===== config.mk =====
export PLATFORM = sky130hd
export DESIGN_NAME = trace_serializer
export DESIGN_NICKNAME = d
export VERILOG_FILES = /design/src/rtl/trace_serializer.sv
export SDC_FILE = /design/constraint.sdc
export NUM_CORES = 1
export LEC_CHECK = 0
export CORE_MARGIN = 2
export CORE_UTILIZATION = 52
export DETAILED_ROUTE_END_ITERATION = 12
export PLACE_DENSITY = 0.79
export SLEW_MARGIN = 10
export SYNTH_ARGS = -nofsm -noshare
export SYNTH_HDL_FRONTEND = slang
export SYNTH_SLANG_ARGS = --single-unit

===== constraint.sdc =====
create_clock -name clk -period 8.6 [get_ports clk]
set_input_delay 2.58 -clock clk [delete_from_list [all_inputs] [get_ports clk]]
set_output_delay 2.58 -clock clk [all_outputs]
set_load 0.02 [all_outputs]

===== src/rtl/trace_serializer.sv =====
// trace_serializer: queues STEP (and optionally MEMW) trace records and shifts them out as UART 8N1 bytes.
// Define TRACE_MEMWRITE_EN to also capture data-memory write records.
module trace_serializer #(
    parameter int unsigned CLKS_PER_BIT = 16,
    parameter int unsigned FIFO_DEPTH   = 4
) (
    input  logic        clk,
    input  logic        reset_n,
    input  logic        step_valid,
    input  logic [15:0] step_ip,
    input  logic [4:0]  step_opcode,
    input  logic [15:0] step_sp,
    input  logic [15:0] step_tos,
    input  logic        mem_write_enable,
    input  logic [15:0] mem_addr,
    input  logic [15:0] mem_write_value,
    output logic        tx,
    output logic        busy,
    output logic [7:0]  overflow_count
);
    localparam int unsigned AW       = $clog2(FIFO_DEPTH);
    localparam logic [15:0] BIT_LAST = 16'(CLKS_PER_BIT - 1);
    localparam logic [AW:0] DEPTH_C  = (AW + 1)'(FIFO_DEPTH);

    localparam logic [1:0] IDLE  = 2'd0;
    localparam logic [1:0] START = 2'd1;
    localparam logic [1:0] DATA  = 2'd2;
    localparam logic [1:0] STOP  = 2'd3;

    // Entry layout: bit 64 = MEMW flag, byte n of the record in bits [8n+7:8n].
    logic [64:0]   queue_mem [FIFO_DEPTH];
    logic [AW-1:0] rd_ptr;
    logic [AW-1:0] wr_ptr;
    logic [AW-1:0] wr_ptr_plus1;
    logic [AW:0]   count;

    logic [64:0] step_rec;
    logic [64:0] memw_rec;
    logic        push_step;
    logic        push_memw;
    logic        acc_step;
    logic        acc_memw;
    logic [AW:0] free_slots;
    logic [1:0]  n_push;
    logic [1:0]  dropped;
    logic [8:0]  ovf_sum;
    logic        pop;

    logic [1:0]  state;
    logic [15:0] clk_cnt;
    logic [2:0]  bit_idx;
    logic [2:0]  byte_idx;
    logic [63:0] cur_rec;
    logic        cur_memw;
    logic [7:0]  cur_byte;
    logic        bit_done;
    logic        last_byte;

    assign push_step = step_valid;
    assign step_rec  = {1'b0, step_tos, step_sp, 3'b000, step_opcode, step_ip, 8'hA5};

`ifdef TRACE_MEMWRITE_EN
    assign push_memw = mem_write_enable;
    assign memw_rec  = {1'b1, 24'h000000, mem_write_value, mem_addr, 8'h5A};
`else
    logic unused_mem;
    assign unused_mem = ^{mem_write_enable, mem_addr, mem_write_value};
    assign push_memw  = 1'b0;
    assign memw_rec   = '0;
`endif

    // The active record lives in cur_rec, so its slot is released when it is loaded;
    // a same-cycle pop therefore counts as free space for the incoming pushes.
    always_comb begin
        free_slots = DEPTH_C - count + {{AW{1'b0}}, pop};
        acc_step   = push_step && (free_slots != '0);
        acc_memw   = push_memw && (free_slots > {{AW{1'b0}}, acc_step});
        n_push     = {1'b0, acc_step} + {1'b0, acc_memw};
        dropped    = {1'b0, push_step & ~acc_step} + {1'b0, push_memw & ~acc_memw};
        ovf_sum    = {1'b0, overflow_count} + {7'b0000000, dropped};
    end

    assign wr_ptr_plus1 = wr_ptr + 1'b1;

    always_ff @(posedge clk) begin
        if (acc_step) queue_mem[wr_ptr] <= step_rec;
        if (acc_memw) queue_mem[acc_step ? wr_ptr_plus1 : wr_ptr] <= memw_rec;
    end

    always_ff @(posedge clk or negedge reset_n) begin
        if (!reset_n) begin
            rd_ptr         <= '0;
            wr_ptr         <= '0;
            count          <= '0;
            overflow_count <= '0;
        end else begin
            wr_ptr <= wr_ptr + AW'(n_push);
            if (pop) rd_ptr <= rd_ptr + 1'b1;
            count  <= count + (AW + 1)'(n_push) - {{AW{1'b0}}, pop};
            overflow_count <= ovf_sum[8] ? 8'hFF : ovf_sum[7:0];
        end
    end

    assign bit_done  = (clk_cnt == BIT_LAST);
    assign cur_byte  = cur_rec[{byte_idx, 3'b000} +: 8];
    assign last_byte = (byte_idx == (cur_memw ? 3'd4 : 3'd7));
    assign pop       = (count != '0) &&
                       ((state == IDLE) || (state == STOP && bit_done && last_byte));
    assign busy      = (count != '0) || (state != IDLE);

    always_ff @(posedge clk or negedge reset_n) begin
        if (!reset_n) begin
            state    <= IDLE;
            clk_cnt  <= '0;
            bit_idx  <= '0;
            byte_idx <= '0;
            cur_rec  <= '0;
            cur_memw <= 1'b0;
            tx       <= 1'b1;
        end else begin
            if (pop) begin
                cur_rec  <= queue_mem[rd_ptr][63:0];
                cur_memw <= queue_mem[rd_ptr][64];
            end
            case (state)
                IDLE: begin
                    if (pop) begin
                        state    <= START;
                        tx       <= 1'b0;
                        clk_cnt  <= '0;
                        byte_idx <= '0;
                    end
                end
                START: begin
                    if (bit_done) begin
                        state   <= DATA;
                        clk_cnt <= '0;
                        bit_idx <= '0;
                        tx      <= cur_byte[0];
                    end else begin
                        clk_cnt <= clk_cnt + 1'b1;
                    end
                end
                DATA: begin
                    if (bit_done) begin
                        clk_cnt <= '0;
                        if (bit_idx == 3'd7) begin
                            state <= STOP;
                            tx    <= 1'b1;
                        end else begin
                            bit_idx <= bit_idx + 1'b1;
                            tx      <= cur_byte[bit_idx + 1'b1];
                        end
                    end else begin
                        clk_cnt <= clk_cnt + 1'b1;
                    end
                end
                default: begin
                    if (bit_done) begin
                        clk_cnt <= '0;
                        if (!last_byte) begin
                            byte_idx <= byte_idx + 1'b1;
                            state    <= START;
                            tx       <= 1'b0;
                        end else if (pop) begin
                            byte_idx <= '0;
                            state    <= START;
                            tx       <= 1'b0;
                        end else begin
                            state <= IDLE;
                            tx    <= 1'b1;
                        end
                    end else begin
                        clk_cnt <= clk_cnt + 1'b1;
                    end
                end
            endcase
        end
    end
endmodule


==> reports/metrics.cfg <==
[clocking]
postCtsHoldBufs=0
htreeDepth=1
cts-root-buf=clkbuf_16
cts_tree=done
cts_max_path_buffers=3
postCtsSetupBuffers=0
clk_pin_slew_worst_paths_ns=0.06
clk_latency_ns=0.56
cts_buffers=30
cts.repair.resized=0
clkSinkCount=306

[grt]
grt_pass1_vias=7138
grt_pass1_wl_mm=38.05
antenna_found_initial=0
grt-ovfl-total=0
track_usage_pct=19.78
grt_max_degree=56

[detailed_routing]
viasPerCell=5.672
wl_met3_mm=1.005
drt-met1-wl_mm=10.06
drtIter0Drc=562
dr_total_vias=6835
finalWirelength_mm=23.42
dr_wl_met2_mm=11.70
wl_per_cell_um=19.43
dr.pass1.iters=5
antenna_left=0
top_layer=met4
drc=0

[timing]
max_freq_mhz=189.1
worstMarginPinSlew_ns=0.8806
setup_viol=0
max_slew_margin_pct=41.29
fin_setup_tns_ns=0
rsz0062_at_grt=false
hold_violations=0
min_period_ns=5.288
finClkSkew_ns=0.02464
drv_slew=0
period_share_pct=61.49

[finish]
postLayoutCellArea_um2=14370
nets=969
diodes=0
drive_gt1_share_pct=14.67
area_growth_pct=15.69

[critical_path]
startpoint_type=register
path_max_fanout=12
r2r_cells=14
cp-end-kind=output pin
required_ns=6.02
path_class=register to output pin
cp.arrival_ns=2.71

[pwr]
power.leakage_uw=0.005276
powerDensity_nw_per_um2=250.5
peakVddDrop_uv=188.8

[yosys]
synth_top_cell_by_area=edfxtp_1
synth_top_cell_area_share_pct=51.25
synth_fp_nets=898
synth_area_leaders=edfxtp_1 (51%), dfrtp_1 (19%), mux4_2 (11%)
muxShareOfSynthArea_pct=12.40
synth-xor-area-share_pct=0.7756
synth_fa_ha_area_share_pct=1.873
synth.most_common_cell=edfxtp_1
yosys.area_share.simple_pct=8.924
async_flop_share_pct=30.72
synth_cells=791
netlist_top_cells_count=edfxtp_1 (212), nand2_1 (189), dfrtp_1 (93)
synth_area_per_cell_um2=15.70
synth_top_family_by_area=multiplexers
ys_seq_area_share_pct=70.20
synth_area_um2=12420
ys_ff_latch=306
synth_compound_area_share_pct=3.566
synth_edf_count=212
netlist-cell-type-count=56
ys.flop_type=edfxtp_1
ys_warn_count=0

[run]
cap_viol_max_count=0

[hold_path]
hold_path_depth=2
hp-class=register to register

[floorplanning]
initial_core_util_pct=52.92
rows=56
core_area_um2=23470
dieArea_um2=25140
pin_count=99
die_y_um=158.6
die_x_um=158.6

[placement]
hpwlAfterDp_mm=13.63
port_buffers=65
gp_congestion=0.8301
postPlaceCellArea_um2=13370

[outcome]
status=finished, final reports clean

==> worst max-delay path, stage by stage, from the launching register on <==
cell             delay [ns]
dfrtp_1                0.42
inv_1                  0.14
ha_1                   0.34
and2_1                 0.44
inv_1                  0.23
clkdlybuf4s50_1        0.59
==> layout make-up <==
type / instances / area, um^2
timing repair buffer: 74 / 715.7
fill: 1729 / 9101
tap: 319 / 399.1
multi-input combinational: 429 / 3446
clock buffer: 45 / 877.1
clock inverter: 11 / 128.9
inverter: 21 / 80.08
sequential: 306 / 8725
==> path summary, 6_finish.rpt <==
| path | start | endpoint | slack, ns |
|---|---|---|---|
| min in group asynchronous | reset_n | overflow_count[4]$_DFF_PN0_ | 2.04 |
| max | state[0]$_DFFE_PN0P_ | busy | 3.31 |
| max in group asynchronous | reset_n | rd_ptr[0]$_DFFE_PN0P_ | 5.45 |
| min reg2reg | cur_rec[58]$_DFFE_PN0P_ | cur_rec[58]$_DFFE_PN0P_ | 0.48 |
| max reg2reg | byte_idx[0]$_DFFE_PN0P_ | queue_mem[1][20]$_DFFE_PP_ | 4.19 |
| min | cur_rec[58]$_DFFE_PN0P_ | cur_rec[58]$_DFFE_PN0P_ | 0.48 |
==> registers in the layout (all words and copies together), names as in the netlist, 2 cells and up <==
signal / count
queue_mem: 212
cur_rec: 54
clk_cnt: 16
overflow_count: 8
bit_idx: 3
byte_idx: 3
count: 3
rd_ptr: 2
state: 2
wr_ptr: 2
==> logic make-up (layout without fill, tap and decap cells) <==
family,after synthesis,in the layout
flip-flops,306,306
AO/OA/AOI/OAI,70,70
AND/OR/NAND/NOR,257,257
XOR/XNOR,11,11
adder cells (fa/ha/maj),18,18
buffers and inverters,56,151
multiplexers,73,73
==> per-stage QoR <==
stage	hold WS [ns]	cells	utilization, %	power, uW	worst slack, ns
2_1_floorplan	0.4371	791	-	2166	1.807
3_3_place_gp	0.4532	1149	56.94	2316	3.624
3_5_place_dp	0.4616	1149	56.94	2343	3.566
4_1_cts	0.4799	1205	61.23	3640	3.288
5_1_grt	0.4937	1205	61.23	3745	3.112
6_report	0.4766	1205	61.23	3600	3.312
==> per-layer routing <==
| metal | vias to the layer above | global-route usage (%) |
|---|---|---|
| li1 | 3097 | - |
| met1 | 3512 | 27.33 |
| met2 | 184 | 33.00 |
| met3 | 42 | 3.021 |
| met4 | 0 | 5.920 |
| met5 | - | 0 |
==> power by group <==
group | switching (uW) | total (uW) | internal [uW]
combinational | 235 | 384 | 149
sequential | 69.8 | 1920 | 1850
clock | 528 | 1290 | 765
total | 833 | 3600 | 2770
==> placed cells by master, fill, tap and decap left out, drive strengths merged, types with 9 or more instances in the layout <==
master         netlist  routed
edfxtp             212     212
nand2              190     190
dfrtp               93      93
clkdlybuf4s50        0      64
mux4                63      63
clkbuf              12      45
o21ai               28      28
inv                 20      20
ha                  17      17
nor2                15      15
buf                 23      10
clkinv               1      10
o31ai                9       9
No activity file was read; power rests on OpenSTA's default activity.
